`config.mk`:
```
export PLATFORM = sky130hd
export DESIGN_NAME = prio_demux_reg
export DESIGN_NICKNAME = d
export VERILOG_FILES = /design/src/rtl/prio_demux_pkg.sv /design/src/rtl/demux_slot.sv /design/src/rtl/prio_demux_reg.sv
export SDC_FILE = /design/constraint.sdc
export NUM_CORES = 1
export LEC_CHECK = 0
export ABC_CLOCK_PERIOD_IN_PS = 2300
export CORE_MARGIN = 1
export CORE_UTILIZATION = 35
export DETAILED_ROUTE_END_ITERATION = 10
export MAX_ROUTING_LAYER = met4
export SLEW_MARGIN = 20
export SYNTH_ARGS = -nofsm -noshare
export SYNTH_HDL_FRONTEND = slang
export SYNTH_SLANG_ARGS = --single-unit
```
`constraint.sdc`:
```
create_clock -name clock -period 2.3 [get_ports clock]
set_input_delay 0.345 -clock clock [delete_from_list [all_inputs] [get_ports clock]]
set_output_delay 0.345 -clock clock [all_outputs]
set_load 0.03 [all_outputs]
```
`src/rtl/prio_demux_pkg.sv`:
```
// Shared types and the destination priority rule for the registered
// 1-to-3 priority demultiplexer (return path of the three-source selector).
package prio_demux_pkg;

  typedef enum logic [1:0] {
    DST_X = 2'd0,
    DST_Y = 2'd1,
    DST_Z = 2'd2
  } dst_t;

  // c2 beats c1, and c1 beats the default destination X. The selector's
  // bench model calls this same function, so both directions agree.
  function automatic dst_t dst_sel(input logic c1, input logic c2);
    dst_t d;
    if (c2) begin
      d = DST_Z;
    end else if (c1) begin
      d = DST_Y;
    end else begin
      d = DST_X;
    end
    return d;
  endfunction

endpackage

```
`src/rtl/demux_slot.sv`:
```
// One destination slot: a one-entry valid/data register feeding a sink,
// plus a counter of words that sink has taken.
module demux_slot #(
  parameter int WIDTH   = 8,
  parameter int COUNT_W = 16
) (
  input  logic               clock,
  input  logic               reset,
  input  logic               load,
  input  logic [WIDTH-1:0]   load_data,
  input  logic               ready,
  output logic               valid,
  output logic [WIDTH-1:0]   data,
  input  logic               clr_cnt,
  output logic [COUNT_W-1:0] cnt
);

  // A load always wins, which is what lets a drain and a refill share a
  // cycle without a bubble. Data keeps its last value after a plain drain.
  always_ff @(posedge clock or posedge reset) begin
    if (reset) begin
      valid <= 1'b0;
      data  <= '0;
    end else if (load) begin
      valid <= 1'b1;
      data  <= load_data;
    end else if (valid && ready) begin
      valid <= 1'b0;
    end
  end

  // Count one per completed drain. A clear in the same cycle takes
  // priority, so that beat is deliberately not counted.
  always_ff @(posedge clock or posedge reset) begin
    if (reset) begin
      cnt <= '0;
    end else if (clr_cnt) begin
      cnt <= '0;
    end else if (valid && ready) begin
      cnt <= cnt + 1'b1;
    end
  end

endmodule

```
`src/rtl/prio_demux_reg.sv`:
```
// Registered 1-to-3 priority demultiplexer with valid/ready flow control.
// The top only picks the destination, gates in_ready on that slot being
// free and decodes which slot loads; all storage lives in demux_slot.
module prio_demux_reg
  import prio_demux_pkg::*;
#(
  parameter int WIDTH   = 8,
  parameter int COUNT_W = 16
) (
  input  logic               clock,
  input  logic               reset,
  input  logic               in_valid,
  output logic               in_ready,
  input  logic [WIDTH-1:0]   in_data,
  input  logic               c1,
  input  logic               c2,
  input  logic               clr_cnt,
  output logic               out0_valid,
  output logic               out1_valid,
  output logic               out2_valid,
  input  logic               out0_ready,
  input  logic               out1_ready,
  input  logic               out2_ready,
  output logic [WIDTH-1:0]   out0_data,
  output logic [WIDTH-1:0]   out1_data,
  output logic [WIDTH-1:0]   out2_data,
  output logic [COUNT_W-1:0] cnt0,
  output logic [COUNT_W-1:0] cnt1,
  output logic [COUNT_W-1:0] cnt2
);

  dst_t dst;
  logic free0;
  logic free1;
  logic free2;
  logic load0;
  logic load1;
  logic load2;

  assign dst = dst_sel(c1, c2);

  // A slot can take a word when empty, or when its current word leaves
  // this same cycle. in_valid is kept out of this path on purpose.
  assign free0 = !out0_valid || out0_ready;
  assign free1 = !out1_valid || out1_ready;
  assign free2 = !out2_valid || out2_ready;

  // Steer in_ready from the selected slot and raise that slot's load only
  // on an actual handshake; the other two slots never see the word.
  always_comb begin
    in_ready = 1'b0;
    load0    = 1'b0;
    load1    = 1'b0;
    load2    = 1'b0;
    case (dst)
      DST_X:   in_ready = free0;
      DST_Y:   in_ready = free1;
      DST_Z:   in_ready = free2;
      default: in_ready = 1'b0;
    endcase
    load0 = in_valid && in_ready && (dst == DST_X);
    load1 = in_valid && in_ready && (dst == DST_Y);
    load2 = in_valid && in_ready && (dst == DST_Z);
  end

  demux_slot #(.WIDTH(WIDTH), .COUNT_W(COUNT_W)) u_slot0 (
    .clock     (clock),
    .reset     (reset),
    .load      (load0),
    .load_data (in_data),
    .ready     (out0_ready),
    .valid     (out0_valid),
    .data      (out0_data),
    .clr_cnt   (clr_cnt),
    .cnt       (cnt0)
  );

  demux_slot #(.WIDTH(WIDTH), .COUNT_W(COUNT_W)) u_slot1 (
    .clock     (clock),
    .reset     (reset),
    .load      (load1),
    .load_data (in_data),
    .ready     (out1_ready),
    .valid     (out1_valid),
    .data      (out1_data),
    .clr_cnt   (clr_cnt),
    .cnt       (cnt1)
  );

  demux_slot #(.WIDTH(WIDTH), .COUNT_W(COUNT_W)) u_slot2 (
    .clock     (clock),
    .reset     (reset),
    .load      (load2),
    .load_data (in_data),
    .ready     (out2_ready),
    .valid     (out2_valid),
    .data      (out2_data),
    .clr_cnt   (clr_cnt),
    .cnt       (cnt2)
  );

endmodule

```
==> results.toml <==
[routing]
avgViaCountPerCell = 4.93
routed_wl_mm = 7.51
dr.pass1.iters = 4
drc = 0
drtIter0Drc = 57
vias = 2655
postRouteAntennaNets = 0
wl_per_cell_um = 14.0

[cts]
insertion_delay_ns = 0.34
clkTransAtPathRegs_ns = 0.08
cts.hold.buffers_added = 0
clock-sinks = 75
numCtsBuffers = 9
cts_max_level = 3
tritoncts = "built"
postCtsSetupRepairBufs = 0
cts-resized-gates = 0
clock-root-buffer = "clkbuf_8"
cts_buffer_depth = 2

[setup_path]
worstSetupPathDepth = 1
max_stage_delay_ns = 0.73
cp_cell_sequence = "clkdlybuf4s50_1"
crit_start = "u_slot0.cnt[0]"
cp_slowest_cell = "clkdlybuf4s50_1"
cp-start-kind = "flip-flop"
ff2ff_path_depth = 4
path_buf_inv = 1
cp.required_ns = 1.96
arrival_ns = 1.57
cp_top_family = "buffers and inverters"
crit_fanout = 8
cp-end-kind = "primary output"
r2r_start = "u_slot1.cnt[3]"
r2r_setup_slack_ns = 0.61
worstSetupPathType = "reg2out"
timing.rr.end = "u_slot1.cnt[13]"
cp-endpoint = "cnt0[0]"

[grt]
grt_pass1_vias = 2582
grt_first_pass_wirelength_mm = 12.6
grt_max_degree = 76
overflow = 0
antenna_found_initial = 0
grt.total_usage_pct = 16.7

[logic_synthesis]
synth.top_cell.area_share_pct = 55.6
synth-adder-area-share_pct = 1.11
avgSynthCellArea_sq_um = 11.1
synth_top_family_by_area = "simple AND/OR/NAND/NOR gates"
synth_xor_area_share_pct = 8.30
async_flop_share_pct = 100
synth_warnings = 0
netlist_area_sq_mm = 0.00338
synth.top_cells.by_count = "75 x dfrtp_1, 32 x nor2_1, 27 x xor2_1, 24 x mux2_2, 23 x nand2_1"
yosysSeqAreaShare_pct = 55.6
synth.distinct_cells = 32
synth.area.top_cells = "dfrtp_1 56%, mux2_2 8.0%, xor2_1 7.0%, nor2_1 3.6%, nand3_1 3.0%"
synth_simple_gate_area_share_pct = 20.5
syn_nets = 325
synth.most_common_cell = "dfrtp_1"
syn_inst = 305
ys_seq_elements = 75
synth_largest_area_cell = "dfrtp_1"
synth_ff_type = "dfrtp_1"
synth-edff-count = 0
muxShareOfSynthArea_pct = 8.30
synth_compound_area_share_pct = 4.89

[die]
coreArea_sq_mm = 0.00928
rows = 35
io_pins = 93
die_w_um = 100
die_area_sq_mm = 0.0100
die_h_um = 100
initial_utilization_pct = 36.4

[timing]
skew_ns = 0.00963
finalCriticalPeriod_ns = 1.92
setup_tns_ns = 0
slew_headroom_pct = 64.8
worst_pin_slew_ns = 0.526
setup_viol = 0
fin_crit_sh_pct = 83.4
setup_ws_ns = 0.382
final_hold_viol_count = 0
drv_slew = 0
rsz0062_at_grt = "false"
max_freq_mhz = 521

[power]
total_power_mw = 2.98
leakage_nw = 1.90
peakVddDrop_uv = 450
power_density_mw_per_mm2 = 641

[final_layout]
finalNetCount = 424
area_growth_syn_to_layout_pct = 37.7
final_cells = 538
n_antenna_cell = 0
drive_gt1_share_pct = 12.7

[min_path]
hp-class = "in2async"

[job]
drv_cap = 0

[place]
place.gp.congestion = 0.754
dp_hpwl_mm = 5.12
port_buffers = 92
dp_cells = 522
pre_cts_ws_ns = 0.187

[status]
status = "finished, final reports clean"
## registers in the layout, indices dropped and copies added (netlist names)
name / flops
u_slot2.cnt: 16
u_slot2.data: 8
u_slot0.valid: 1
u_slot1.valid: 1
u_slot1.cnt: 16
u_slot2.valid: 1
u_slot0.cnt: 16
u_slot0.data: 8
u_slot1.data: 8
## layout make-up
type | count | area, sq um
Fill cell | 905 | 4630
Sequential cell | 75 | 1880
Multi-Input combinational cell | 219 | 1460
Timing Repair Buffer | 97 | 968
Tap cell | 129 | 161
Clock buffer | 10 | 138
Clock inverter | 6 | 41.3
Inverter | 2 | 7.51
## cell usage in the layout (no fill, tap or decap)
| cell type | count |
|---|---|
| nand4_1 | 13 |
| and4_2 | 1 |
| clkinv_2 | 2 |
| mux2i_1 | 1 |
| nor4_1 | 2 |
| o31ai_1 | 6 |
| and3_1 | 3 |
| clkinvlp_4 | 3 |
| mux2_2 | 24 |
| o21ai_0 | 8 |
| or4_1 | 6 |
| nand3_1 | 20 |
| or3_2 | 1 |
| nand2_2 | 1 |
| clkdlybuf4s50_1 | 91 |
| buf_12 | 1 |
| clkbuf_8 | 10 |
| nor3_1 | 1 |
| or2_4 | 1 |
| and4_1 | 11 |
| clkinv_4 | 1 |
| nand2_1 | 23 |
| nor2_1 | 32 |
| nand4_2 | 1 |
| nand3b_1 | 1 |
| xor2_1 | 27 |
| and2_1 | 1 |
| dfrtp_1 | 75 |
| or3_1 | 6 |
| inv_2 | 1 |
| nand2b_1 | 3 |
| ha_1 | 3 |
| a21oi_1 | 16 |
| nor2b_1 | 2 |
| xnor2_1 | 5 |
| inv_1 | 1 |
| buf_4 | 5 |
## how the worst min path moves through the flow
stage / to / startpoint / cells after the start
after CTS: u_slot0.cnt[8] / reset / 3
after detailed placement: u_slot2.data[7] / u_slot2.data[7] / 1
after global routing: u_slot0.cnt[4] / reset / 3
after global placement: u_slot1.data[0] / u_slot1.data[0] / 1
final: u_slot0.cnt[4] / reset / 3
after floorplan: u_slot1.valid / c1 / 2
## metal layers
| metal | track usage, % | vias to the layer above | wire length (um) |
|---|---|---|---|
| li1 | - | 1286 | - |
| met1 | 21.4 | 1297 | 3540 |
| met2 | 25.3 | 64 | 3450 |
| met3 | 5.22 | 8 | 454 |
| met4 | 5.13 | 0 | 65 |
| met5 | - | - | 0 |
## per-stage QoR
stage                     util, %  hold slack [ns]  area, sq um
after global routing         50.1            0.431         4650
after floorplan                 -            0.458         3380
final                        50.1            0.396         4650
after global placement       48.2            0.490         4470
after CTS                    50.1            0.416         4650
after detailed placement     48.2            0.496         4470
## report_power, final
group | internal, mW | total, mW | switching [mW]
combinational | 0.267 | 0.597 | 0.331
clock | 0.419 | 0.915 | 0.496
sequential | 1.41 | 1.47 | 0.0563
total | 2.10 | 2.98 | 0.883
## kinds of logic after synthesis
group,count (synthesis)
AOI/OAI and AO/OA,30
xor gates and xnor gates,32
adders and majority gates,3
buffers and inverters,11
DFF,75
muxes,25
and+or+nand+nor,129
Note: power is estimated with default switching activity, not from simulation.
